--- config.mk ---
export PLATFORM = sky130hd
export DESIGN_NAME = inst_prefetch
export DESIGN_NICKNAME = d
export VERILOG_FILES = /design/src/rtl/fetch_pkg.sv /design/src/rtl/fetch_queue.sv /design/src/rtl/inst_prefetch.sv
export SDC_FILE = /design/constraint.sdc
export NUM_CORES = 1
export LEC_CHECK = 0
export BUFFER_PORTS_ARGS = -buffer_cell sky130_fd_sc_hd__buf_2
export CELL_PAD_IN_SITES_DETAIL_PLACEMENT = 1
export CELL_PAD_IN_SITES_GLOBAL_PLACEMENT = 1
export CORE_ASPECT_RATIO = 0.6
export CORE_MARGIN = 2
export CORE_UTILIZATION = 30
export DETAILED_ROUTE_END_ITERATION = 7
export PLACE_DENSITY_LB_ADDON = 0.1
export SETUP_SLACK_MARGIN = 0.1
export SYNTH_ARGS = -nofsm -noshare
export SYNTH_HDL_FRONTEND = slang
export SYNTH_SLANG_ARGS = --single-unit
export TNS_END_PERCENT = 100
--- constraint.sdc ---
create_clock -name clk -period 5.55 [get_ports clk]
set_input_delay 0.8325 -clock clk [delete_from_list [all_inputs] [get_ports clk]]
set_output_delay 0.8325 -clock clk [all_outputs]
set_load 0.01 [all_outputs]
--- src/rtl/fetch_pkg.sv ---
// Shared types and constants for the instruction prefetch unit.
package fetch_pkg;

  localparam logic [31:0] RESET_PC_DEFAULT = 32'hbfc0_0000;
  localparam logic [1:0]  INST_SIZE_WORD   = 2'b10;

  typedef struct packed {
    logic [31:0] pc;
    logic [31:0] inst;
    logic        ex;
  } fetch_entry_t;

endpackage

--- src/rtl/fetch_queue.sv ---
// Synchronous FIFO of fetch entries with flush; used as PC-tag FIFO and instruction queue.
module fetch_queue
  import fetch_pkg::*;
#(
  parameter int unsigned DEPTH = 4
) (
  input  logic                           clk,
  input  logic                           resetn,
  input  logic                           push,
  input  fetch_entry_t                   push_data,
  input  logic                           pop,
  input  logic                           flush,
  output fetch_entry_t                   head,
  output logic [$clog2(DEPTH+1)-1:0]     count,
  output logic                           full,
  output logic                           empty
);

  localparam int unsigned PtrW = (DEPTH > 1) ? $clog2(DEPTH) : 1;
  localparam int unsigned CntW = $clog2(DEPTH + 1);

  fetch_entry_t          mem [DEPTH];
  logic [PtrW-1:0]       rd_q, rd_d, wr_q, wr_d;
  logic [CntW-1:0]       cnt_q, cnt_d;
  logic                  do_push, do_pop;

  assign full    = (cnt_q == CntW'(DEPTH));
  assign empty   = (cnt_q == '0);
  assign count   = cnt_q;
  assign head    = empty ? '0 : mem[rd_q];
  assign do_pop  = pop && !empty && !flush;
  // A full queue still accepts a push when the head leaves in the same cycle.
  assign do_push = push && (!full || do_pop) && !flush;

  always_comb begin
    rd_d  = rd_q;
    wr_d  = wr_q;
    cnt_d = cnt_q;
    if (flush) begin
      rd_d  = '0;
      wr_d  = '0;
      cnt_d = '0;
    end else begin
      if (do_pop)  rd_d = (rd_q == PtrW'(DEPTH - 1)) ? '0 : rd_q + 1'b1;
      if (do_push) wr_d = (wr_q == PtrW'(DEPTH - 1)) ? '0 : wr_q + 1'b1;
      unique case ({do_push, do_pop})
        2'b10:   cnt_d = cnt_q + 1'b1;
        2'b01:   cnt_d = cnt_q - 1'b1;
        default: cnt_d = cnt_q;
      endcase
    end
  end

  always_ff @(posedge clk or negedge resetn) begin
    if (!resetn) begin
      rd_q  <= '0;
      wr_q  <= '0;
      cnt_q <= '0;
      for (int i = 0; i < int'(DEPTH); i++) mem[i] <= '0;
    end else begin
      rd_q  <= rd_d;
      wr_q  <= wr_d;
      cnt_q <= cnt_d;
      if (do_push) mem[wr_q] <= push_data;
    end
  end

endmodule

--- src/rtl/inst_prefetch.sv ---
// Instruction prefetch: sequential word fetch, PC tagging, decode queue, redirect flush.
// Optional FETCH_BYPASS_EN drives a response straight to decode when the queue is empty.
module inst_prefetch
  import fetch_pkg::*;
#(
  parameter int unsigned QUEUE_DEPTH     = 4,
  parameter int unsigned MAX_OUTSTANDING = 2,
  parameter logic [31:0] RESET_PC        = RESET_PC_DEFAULT
) (
  input  logic        clk,
  input  logic        resetn,
  output logic        inst_req,
  output logic [1:0]  inst_size,
  output logic [31:0] inst_addr,
  input  logic        inst_addr_ok,
  input  logic        inst_data_ok,
  input  logic [31:0] inst_rdata,
  input  logic        redirect_valid,
  input  logic [31:0] redirect_pc,
  output logic        fs_valid,
  input  logic        fs_ready,
  output logic [31:0] fs_pc,
  output logic [31:0] fs_inst,
  output logic        fs_ex
);

  localparam int unsigned TCntW = $clog2(MAX_OUTSTANDING + 1);
  localparam int unsigned QCntW = $clog2(QUEUE_DEPTH + 1);

  logic [31:0]      pc_q, pc_d;
  logic [TCntW-1:0] discard_q, discard_d;
  logic             ex_stall_q, ex_stall_d;

  // Tag FIFO occupancy is the outstanding-request count.
  logic [TCntW-1:0] outst;
  logic             tag_full, tag_empty;
  fetch_entry_t     tag_in, tag_head;
  logic [QCntW-1:0] q_count;
  logic             q_full, q_empty, q_push, q_pop;
  fetch_entry_t     q_in, q_head;
  logic [31:0]      reserved;
  logic             misaligned, accept, resp_keep, ex_push;

  assign misaligned = |pc_q[1:0];
  assign reserved   = 32'(q_count) + 32'(outst) - 32'(discard_q);
  assign inst_req   = resetn && !redirect_valid && !ex_stall_q && !misaligned &&
                      !tag_full && (reserved < QUEUE_DEPTH);
  assign inst_size  = INST_SIZE_WORD;
  assign inst_addr  = pc_q;
  assign accept     = inst_req && inst_addr_ok;

  assign resp_keep  = inst_data_ok && (discard_q == '0) && !redirect_valid;
  assign ex_push    = misaligned && !ex_stall_q && !redirect_valid &&
                      (outst == discard_q) && !q_full;

  assign tag_in = '{pc: pc_q, inst: 32'h0, ex: 1'b0};
  assign q_in   = resp_keep ? '{pc: tag_head.pc, inst: inst_rdata, ex: 1'b0}
                            : '{pc: pc_q, inst: 32'h0, ex: 1'b1};

`ifdef FETCH_BYPASS_EN
  logic bypass;
  assign bypass   = q_empty && (discard_q == '0) && inst_data_ok && !redirect_valid;
  assign fs_valid = !q_empty || bypass;
  assign fs_pc    = bypass ? tag_head.pc : q_head.pc;
  assign fs_inst  = bypass ? inst_rdata : q_head.inst;
  assign fs_ex    = bypass ? 1'b0 : q_head.ex;
  assign q_push   = (resp_keep && !(bypass && fs_ready)) || ex_push;
`else
  assign fs_valid = !q_empty;
  assign fs_pc    = q_head.pc;
  assign fs_inst  = q_head.inst;
  assign fs_ex    = q_head.ex;
  assign q_push   = resp_keep || ex_push;
`endif

  // A same-cycle redirect cancels the pop; the flush takes care of the head.
  assign q_pop = fs_valid && fs_ready && !redirect_valid;

  logic unused_tag;
  assign unused_tag = ^{tag_head.inst, tag_head.ex, tag_empty};

  fetch_queue #(
    .DEPTH(MAX_OUTSTANDING)
  ) u_tag_fifo (
    .clk       (clk),
    .resetn    (resetn),
    .push      (accept),
    .push_data (tag_in),
    .pop       (inst_data_ok),
    .flush     (1'b0),
    .head      (tag_head),
    .count     (outst),
    .full      (tag_full),
    .empty     (tag_empty)
  );

  fetch_queue #(
    .DEPTH(QUEUE_DEPTH)
  ) u_inst_queue (
    .clk       (clk),
    .resetn    (resetn),
    .push      (q_push),
    .push_data (q_in),
    .pop       (q_pop),
    .flush     (redirect_valid),
    .head      (q_head),
    .count     (q_count),
    .full      (q_full),
    .empty     (q_empty)
  );

  always_comb begin
    pc_d       = pc_q;
    discard_d  = discard_q;
    ex_stall_d = ex_stall_q;
    if (redirect_valid) begin
      pc_d       = redirect_pc;
      ex_stall_d = 1'b0;
      // Everything still in flight, minus a response landing now, is stale.
      discard_d  = outst - TCntW'(inst_data_ok);
    end else begin
      if (accept)                                  pc_d       = pc_q + 32'd4;
      if (ex_push)                                 ex_stall_d = 1'b1;
      if (inst_data_ok && (discard_q != '0))       discard_d  = discard_q - 1'b1;
    end
  end

  always_ff @(posedge clk or negedge resetn) begin
    if (!resetn) begin
      pc_q       <= RESET_PC;
      discard_q  <= '0;
      ex_stall_q <= 1'b0;
    end else begin
      pc_q       <= pc_d;
      discard_q  <= discard_d;
      ex_stall_q <= ex_stall_d;
    end
  end

endmodule

==> flow_summary_export.csv <==
group,metric,value,unit
layout,finish.instance_area,0.0201,mm²
synthesis,yosysWarnings,0,
clock_network,cts_sinks,370,
worst_hold_path,min_path_type,"input pin to async pin",
sta,slew_headroom,31.3,%
clock_network,clk_latency,540,ps
synthesis,synth_common_cells,"361 x dfrtp_1, 322 x nand2_1, 272 x o21ai_0, 95 x mux2_2, 73 x and2_1",
setup_path,critPathKind,"flop to output port",
pwr,p_per_area,472,mW/mm²
clock_network,hold_buffers,0,
layout,fillers,6199,
floorplanning,ios,171,
placed_design,dp_hpwl,32.0,mm
layout,stdcell_count,2477,
synthesis,avgSynthCellArea,10.9,µm²
synthesis,synth_area,0.0172,mm²
floorplanning,start_util,30.6,%
setup_path,crit_fanout,37,
global_route,grt_pass1_vias,13200,
floorplanning,die_area,0.0593,mm²
detailed_routing,drc_errors,0,
clock_network,cts_made_buffers,41,
sta,finalSetupTns,0,ps
sta,hold_violations,0,
setup_path,r2r_start,"u_tag_fifo.count[1]",
setup_path,crit_path_max_incr_delay,950,ps
sta,maxSlewViolCount,0,
layout,antenna-diode-count,0,
run,maxCapViolations,0,
detailed_routing,viasPerCell,4.94,
setup_path,crit_path_end_kind,"output port",
global_route,grt_max_degree,161,
sta,max_freq,263,MHz
detailed_routing,drt_iter0_drc,543,
synthesis,synth.area.top_cells,"dfrtp_1 53%, mux4_2 8.5%, o21ai_0 7.9%",
pwr,power.leakage,9.05,nW
synthesis,synth_sequential_area_ratio,53.9,%
synthesis,synth_top_cell_area_share,52.5,%
detailed_routing,vias,12200,
layout,multi_input_area,0.00740,mm²
sta,rsz0062_at_grt,"no",
detailed_routing,routedWlPerCell,20.2,µm
setup_path,crit_required,4720,ps
clock_network,postCtsSetupRepairBufs,0,
layout,fin_util,35.7,%
detailed_routing,wl,50.1,mm
pwr,peakVddDrop,0.248,mV
clock_network,clockBufferDepth,3,
clock_network,root_buffer,"clkbuf_16",
layout,nNetsFinal,1781,
synthesis,synth_top_flop_cell,"dfrtp_1",
layout,final-seq-area,0.00928,mm²
setup_path,critPathArrivalTime,2970,ps
global_route,track_usage,17.2,%
floorplanning,die_y,189,µm
global_route,antenna_found_initial,1,
sta,worst_slew_pin_slew,1030,ps
setup_path,crit_path_cell_trace,"buf_4 > mux4_2 > and2_1 > buf_2",
placed_design,io_buffer_count,168,
synthesis,yosysTopAreaCell,"dfrtp_1",
setup_path,critPathLaunchType,"flop",
clock_network,h-tree-depth,2,
run_status,status,"completed",
synthesis,netlist_instances,1572,
detailed_routing,first_pass_iters,5,
sta,period_share,68.5,%
synthesis,synth-seq-cells,370,
clock_network,clk_pin_slew,60,ps
synthesis,async_flop_share,100,%
synthesis,ys_types,65,
floorplanning,core,0.0563,mm²
setup_path,crit_start,"u_inst_queue.rd_q[0]",
sta,whs,272,ps
placed_design,gp_congestion,0.737,
sta,fin_worst_skew,11.5,ps
placed_design,placed_area,0.0188,mm²
clock_network,cts_tree,"yes",
placed_design,dp_cells,2411,
synthesis,yosysMostFrequentCell,"dfrtp_1",
floorplanning,num_rows,67,
synthesis,synth_edf_count,0,
clock_network,cts_resized,0,
setup_path,critPathSlowestCell,"dfrtp_4",
layout,drive_above_1_share,25.7,%
floorplanning,die_w,313,µm
global_route,grt_overflow,0,
synthesis,synth_nets,1658,
layout,syn2layout_area_growth,16.7,%
global_route,grt_pass1_wl,80.4,mm
sta,setup_viol,0,
sta,min_period,3800,ps
detailed_routing,detail-route-antenna-nets,0,
[state kept, by name (all words and copies together) (netlist names)]
signal,cells
discard_q,2
ex_stall_q,1
inst_addr,32
u_inst_queue.count,3
u_inst_queue.mem,260
u_inst_queue.rd_q,2
u_inst_queue.wr_q,2
u_tag_fifo.count,2
u_tag_fifo.mem,64
u_tag_fifo.rd_q,1
u_tag_fifo.wr_q,1
[cell type report]
cell class,count,area share [%]
clock buffers,58,5.89
clock inverters,8,0.468
inverters,18,0.337
multi-input cells,1068,36.9
flip-flops and latches,370,46.2
well taps,759,4.73
repair buffers,196,5.47
[logic make-up after synthesis]
| logic type | count (synthesis) | synth area share [%] |
|---|---|---|
| AOI/OAI and AO/OA | 380 | 12.5 |
| xor gates and xnor gates | 8 | 0.408 |
| adders and majority gates | 16 | 1.25 |
| buffers and inverters | 134 | 3.40 |
| DFF | 370 | 53.9 |
| muxes | 168 | 15.2 |
| other | 2 | 0.0437 |
| and+or+nand+nor | 494 | 13.3 |
[path summary, 6_finish.rpt]
| path | endpoint | slack, ps | cells after the start |
|---|---|---|---|
| max in group asynchronous | u_inst_queue.mem[30] | 2970 | 3 |
| min reg2reg | u_inst_queue.mem[10] | 470 | 2 |
| max | fs_pc[16] | 1750 | 4 |
| max reg2reg | u_tag_fifo.mem[127] | 1840 | 10 |
| min in group clk | u_inst_queue.mem[10] | 470 | 2 |
| min | u_tag_fifo.mem[56] | 270 | 1 |
[routing by layer]
layer  track usage (%)  wire length (µm)  up-vias
met5                 0                13        -
met3              2.55              1580       48
met2              26.9             22500      139
met4              2.96               659        2
li1                  -                 -     5783
met1              25.5             25400     6275
[critical path: cells and delay by family (launching register included)]
family,cells,cell delay [ps]
DFF,1,950
and+or+nand+nor,1,210
muxes,1,570
buffers and inverters,2,660
[where the power goes]
group          total (W)  switching (W)  internal, W  leakage, nW
sequential       0.00401       0.000566      0.00344         4.95
combinational    0.00277        0.00155      0.00123         3.47
clock            0.00269        0.00113      0.00157        0.630
[cells in the final DEF, fill, tap and decap left out, types with 15 or more instances in the layout]
| master | count |
|---|---|
| buf_2 | 167 |
| a22oi_1 | 35 |
| and2_1 | 73 |
| mux4_2 | 65 |
| inv_1 | 17 |
| nor2_1 | 21 |
| nand3_1 | 15 |
| clkbuf_16 | 43 |
| o21ai_0 | 272 |
| nand2_1 | 322 |
| mux2_2 | 95 |
| buf_4 | 25 |
| dfrtp_1 | 359 |
[per-stage QoR]
step,setup WS (ps),power [W]
2_1_floorplan,2620,0.00583
3_3_place_gp,1940,0.00680
3_5_place_dp,1850,0.00692
4_1_cts,1650,0.00968
5_1_grt,1540,0.0102
6_report,1750,0.00948
No activity file was read; power rests on OpenSTA's default activity.
